--- src/rtl/keypoint_collector.sv ---
// Raster-order keypoint collector: tracks (x,y) of detector result beats,
// queues keypoint coordinates in a show-ahead FIFO and reports per-frame counts.
// Optional build macro KP_BORDER_MASK_EN discards keypoints on the outer interior ring.
module keypoint_collector #(
    parameter int unsigned N          = 480,
    parameter int unsigned M          = 320,
    parameter int unsigned CW         = 9,
    parameter int unsigned FIFO_DEPTH = 64
) (
    input  logic          clk,
    input  logic          rst_n,
    input  logic          kp_valid,
    input  logic [7:0]    kp_flag,
    input  logic          ovf_clr,
    output logic          kp_out_valid,
    input  logic          kp_out_ready,
    output logic [CW-1:0] kp_x,
    output logic [CW-1:0] kp_y,
    output logic          frame_done,
    output logic [15:0]   kp_count,
    output logic          overflow
);

    localparam int unsigned AW = (FIFO_DEPTH > 1) ? $clog2(FIFO_DEPTH) : 1;
    localparam int unsigned OW = AW + 1;
    localparam int unsigned DW = 2 * CW;

    typedef enum logic [1:0] {IDLE, RUN, DONE} state_t;

    state_t        state;
    logic [CW-1:0] x;
    logic [CW-1:0] y;
    logic [15:0]   run_cnt;

    logic [DW-1:0] mem [FIFO_DEPTH];
    logic [AW-1:0] wr_ptr;
    logic [AW-1:0] rd_ptr;
    logic [OW-1:0] occ;

    logic          is_kp_c;
    logic          last_beat_c;
    logic          full_c;
    logic          push_c;
    logic          pop_c;
    logic          drop_c;
    logic [15:0]   cnt_base_c;
    logic [15:0]   cnt_next_c;
    logic [AW-1:0] rd_next_c;
    logic [OW-1:0] occ_left_c;
    logic [OW-1:0] occ_next_c;
    logic [DW-1:0] head_next_c;

    // Beat classification, running count, FIFO occupancy and next head entry
    always_comb begin
`ifdef KP_BORDER_MASK_EN
        is_kp_c = kp_valid && (|kp_flag) &&
                  !((x == CW'(1)) || (x == CW'(M - 2)) || (y == CW'(1)) || (y == CW'(N - 2)));
`else
        is_kp_c = kp_valid && (|kp_flag);
`endif
        last_beat_c = kp_valid && (x == CW'(M - 2)) && (y == CW'(N - 2));

        // A beat outside RUN is the first beat of a frame, so the count restarts
        cnt_base_c = (state == RUN) ? run_cnt : 16'd0;
        cnt_next_c = cnt_base_c;
        if (is_kp_c && (cnt_base_c != 16'hFFFF)) begin
            cnt_next_c = cnt_base_c + 16'd1;
        end

        // Fullness uses start-of-cycle occupancy; a same-cycle pop does not rescue a push
        full_c = (occ == OW'(FIFO_DEPTH));
        push_c = is_kp_c && !full_c;
        drop_c = is_kp_c && full_c;
        pop_c  = kp_out_valid && kp_out_ready;

        rd_next_c  = pop_c ? (rd_ptr + AW'(1)) : rd_ptr;
        occ_left_c = occ - OW'(pop_c);
        occ_next_c = occ_left_c + OW'(push_c);

        // When the queue drains to empty this cycle the new write becomes the head
        head_next_c = {kp_x, kp_y};
        if (occ_next_c != '0) begin
            head_next_c = (occ_left_c == '0) ? {x, y} : mem[rd_next_c];
        end
    end

    // Frame FSM with coordinate tracking, per-frame count and end-of-frame pulse
    always_ff @(posedge clk or negedge rst_n) begin
        if (!rst_n) begin
            state      <= IDLE;
            x          <= CW'(1);
            y          <= CW'(1);
            run_cnt    <= 16'd0;
            frame_done <= 1'b0;
            kp_count   <= 16'd0;
        end else begin
            frame_done <= last_beat_c;
            run_cnt    <= cnt_next_c;
            if (last_beat_c) begin
                kp_count <= cnt_next_c;
            end
            if (kp_valid) begin
                if (x == CW'(M - 2)) begin
                    x <= CW'(1);
                    y <= (y == CW'(N - 2)) ? CW'(1) : (y + CW'(1));
                end else begin
                    x <= x + CW'(1);
                end
            end
            case (state)
                IDLE: begin
                    if (kp_valid) begin
                        state <= last_beat_c ? DONE : RUN;
                    end
                end
                RUN: begin
                    if (last_beat_c) begin
                        state <= DONE;
                    end
                end
                DONE: begin
                    if (kp_valid) begin
                        state <= last_beat_c ? DONE : RUN;
                    end else begin
                        state <= IDLE;
                    end
                end
                default: state <= IDLE;
            endcase
        end
    end

    // FIFO pointers, occupancy, registered head and sticky overflow
    always_ff @(posedge clk or negedge rst_n) begin
        if (!rst_n) begin
            wr_ptr       <= '0;
            rd_ptr       <= '0;
            occ          <= '0;
            kp_out_valid <= 1'b0;
            kp_x         <= '0;
            kp_y         <= '0;
            overflow     <= 1'b0;
        end else begin
            if (push_c) begin
                wr_ptr <= wr_ptr + AW'(1);
            end
            rd_ptr       <= rd_next_c;
            occ          <= occ_next_c;
            kp_out_valid <= (occ_next_c != '0);
            kp_x         <= head_next_c[DW-1:CW];
            kp_y         <= head_next_c[CW-1:0];
            if (drop_c) begin
                overflow <= 1'b1;
            end else if (ovf_clr) begin
                overflow <= 1'b0;
            end
        end
    end

    // FIFO storage; contents are don't-care until written
    always_ff @(posedge clk) begin
        if (push_c) begin
            mem[wr_ptr] <= {x, y};
        end
    end

endmodule
--- config.mk ---
export PLATFORM = sky130hd
export DESIGN_NAME = keypoint_collector
export DESIGN_NICKNAME = d
export VERILOG_FILES = /design/src/rtl/keypoint_collector.sv
export SDC_FILE = /design/constraint.sdc
export NUM_CORES = 2
export LEC_CHECK = 0
export ABC_AREA = 1
export CELL_PAD_IN_SITES_DETAIL_PLACEMENT = 0
export CELL_PAD_IN_SITES_GLOBAL_PLACEMENT = 2
export CORE_MARGIN = 1
export CORE_UTILIZATION = 46
export DETAILED_ROUTE_END_ITERATION = 10
export PLACE_DENSITY = 0.82
export SYNTH_ARGS = -nofsm -noshare
export SYNTH_HDL_FRONTEND = slang
export SYNTH_SLANG_ARGS = --single-unit
--- constraint.sdc ---
create_clock -name clk -period 6.35 [get_ports clk]
set_clock_uncertainty 0.2 [all_clocks]
set_input_delay 1.27 -clock clk [delete_from_list [all_inputs] [get_ports clk]]
set_output_delay 1.27 -clock clk [all_outputs]
set_load 0.02 [all_outputs]
==> reports/metrics.yaml <==
status: "finished clean"
yosysSeqAreaShare_pct: 67.51
drt_wl_total_um: 164300
startpoint: "kp_out_ready"
synth_adder_area_share_pct: 0.2747
critPathKind: "input port to flip-flop"
min_from: "kp_count[3]$_DFFE_PN0P_"
cp_top_family: "simple AND/OR/NAND/NOR gates"
crit_fanout: 37
post-route-min-period_ps: 4571
root_buffer: "clkbuf_16"
drc: 0
ir_worst_vdd_uv: 473.5
cts_sinks: 1244
fin_ws_ps: 1779
synth_flop_cell: "edfxtp_1"
cts_tree: "yes"
worst_pin_slew_ps: 1083
final_common_cell: "edfxtp_1"
path_cells: "clkdlybuf4s50_1 -> nand2_2 -> inv_2 -> ha_1 -> ha_1 -> or2_1 -> nand2_1 -> nor2_1 -> and2_1 -> nand2_1 -> xor2_1 -> nand3_1 -> nor2_4 -> nor2_1 -> nand2_1 -> nand2_1"
syn_avg_cell_area_sq_um: 10.99
syn_nets: 4999
synth_mux_area_share_pct: 0
maxCapViolCount: 0
endpoint_kind: "flip-flop"
cts_buffers: 138
pin_count: 50
fp.coreArea_sq_mm: 0.1179
synth_compound_area_share_pct: 0.6112
antenna_found_initial: 2
yosys_warnings: 0
die_x_um: 346.7
dieHeight_um: 346.7
finalNetCount: 5018
power_density_mw_per_mm2: 456.8
clkLatencyLatePin_ps: 740
min_path_type: "flip-flop to flip-flop"
startpoint_type: "input port"
crit_buf_inv: 2
cts_resized: 0
syn_inst: 4974
worstPathRequired_ps: 6770
place_ws_ps: 1032
post-cts-setup-buffer-count: 0
rsz0062_at_grt: "no"
cts_buffer_depth: 3
synth.ff_latch_count: 1244
dp_hpwl_um: 87920
setup_tns_ps: 0
fmax_ghz: 0.2188
overflow: 0
cp_common_cell: "nand2_1"
grt_use_total_pct: 27.30
reg2reg_from: "kp_out_valid$_DFF_PN0_"
setup_viol: 0
crit_slowest_cell: "nor2_4"
synth-xor-area-share_pct: 0.5242
antennaDiodeCount: 0
syn_to_final_growth_pct: 12.82
maxSlewViolCount: 0
synth-simple-area-share_pct: 24.63
vias: 36870
synth_top_family_by_area: "simple AND/OR/NAND/NOR gates"
die_area_sq_mm: 0.1202
gp_congestion: 0.8358
synth-edff-count: 1152
fin_crit_sh_pct: 71.99
drt-initial-drc-count: 3912
netlist_area_sq_mm: 0.05466
async_reset_ff_share_pct: 7.395
yosys.cell_types.count: 42
power_leakage_nw: 22.99
avgViaCountPerCell: 5.556
placed_area_sq_mm: 0.05731
htree_levels: 4
grt_max_degree: 175
wl_per_cell_um: 24.76
cts_hold_buf: 0
drt_pre_antenna_iters: 5
finalHoldViolCount: 0
clk_pin_slew_ps: 60
port_buffers: 49
final_antenna_net_count: 0
grt_pass1_vias: 35175
row_count: 126
mostFrequentLayoutCells: "edfxtp_1, nand3_1, nand2_1"
drive_above_1_share_pct: 8.412
grt_pass1_wl_um: 243100
crit_arrival_ps: 4990
cpPeakStageDelay_ps: 780
slew_headroom_pct: 27.81
fin_area_sq_mm: 0.06166
start_util_pct: 46.35
==> metrics by stage <==
stage                     power (mW)  cells  utilization [%]  hold slack (ps)
after floorplan                16.04   4974                -            333.1
after global placement         20.56   6389            48.59            266.1
after detailed placement       20.52   6389            48.60            268.5
after CTS                      28.29   6636            52.29            289.5
after global routing           29.38   6636            52.29            312.4
final                          28.17   6636            52.29            285.3
==> report_power, final <==
| part | switching [mW] | internal, mW | leakage, nW |
|---|---|---|---|
| Sequential | 0.237 | 9.76 | 10.0 |
| Combinational | 7.77 | 2.60 | 10.8 |
| Clock | 3.23 | 4.57 | 2.13 |
==> sequential cells by signal, summed over array words and instances, names as in the netlist <==
name          count
rd_ptr            6
state             2
kp_y              9
kp_out_valid      1
kp_count         16
occ               7
y                 9
mem            1152
frame_done        1
overflow          1
wr_ptr            6
kp_x              9
x                 9
run_cnt          16
==> cells by family after synthesis <==
family / after synthesis
compound gates: 52
simple gates: 2742
xor+xnor: 31
buf+inv: 893
flops: 1244
fa+ha+maj: 12
==> worst register-to-register path, stage by stage (launching register included) <==
cell and delay, ps:
dfrtp_1 560, nand2_2 240, inv_2 170, ha_1 360, ha_1 280, or2_1 120, nand2_1 90, nor2_1 130
and2_1 170, nand2_1 70, xor2_1 190, nand3_1 140, nor2_4 780, nor2_1 180, nand2_1 110, nand2_1 50
==> cell usage after synthesis (2+ instances only) <==
cell | number | area, sq um
edfxtp_1 | 1152 | 34590
nand3_1 | 1071 | 5360
nand2_1 | 1013 | 3802
inv_1 | 577 | 2166
nand3b_1 | 451 | 3386
nor2_1 | 152 | 570.6
buf_2 | 135 | 675.7
clkbuf_1 | 132 | 495.5
dfrtp_1 | 90 | 2252
buf_1 | 39 | 146.4
xor2_1 | 22 | 192.7
nor3_1 | 18 | 90.09
o211ai_1 | 18 | 135.1
nand4_1 | 15 | 93.84
ha_1 | 12 | 150.1
o21ai_0 | 11 | 55.05
a21oi_1 | 8 | 40.04
inv_2 | 7 | 26.28
xnor2_1 | 7 | 61.31
nand2_2 | 6 | 37.54
nor4_1 | 4 | 25.02
o21ai_1 | 4 | 20.02
a31oi_1 | 3 | 18.77
nor2_4 | 3 | 33.78
and2_1 | 2 | 12.51
clkinv_1 | 2 | 7.510
dfstp_2 | 2 | 52.55
nor3_2 | 2 | 20.02
o22ai_1 | 2 | 12.51
xor2_2 | 2 | 32.53
==> worst paths after layout <==
kind                                       endpoint  slack [ps]  cells past startpoint
max                             kp_y[7]$_DFFE_PN0P_        1780                     16
min                         kp_count[3]$_DFFE_PN0P_         290                      2
max reg2reg                     kp_y[7]$_DFFE_PN0P_        2400                     15
min reg2reg                 kp_count[3]$_DFFE_PN0P_         290                      2
max in group asynchronous       kp_x[8]$_DFFE_PN0P_        4410                      2
min in group asynchronous  kp_count[13]$_DFFE_PN0P_         370                      1
==> per-layer routing <==
layer / routed length, um / vias to the layer above / GRT usage (%)
li1: - / 17098 / -
met1: 71830 / 18281 / 39.05
met2: 76070 / 1274 / 42.50
met3: 11500 / 217 / 4.473
met4: 4891 / 0 / 8.940
met5: 0 / - / 0
==> cell type report <==
class	count	area [sq um]
clock inverter	63	554.3
inverter	586	2206
fill	10383	56260
clock buffer	184	3805
multi-input combinational	2837	14510
sequential	1244	36920
timing repair buffer	186	1754
tap	1536	1922
(Power assumes the default switching activity.)
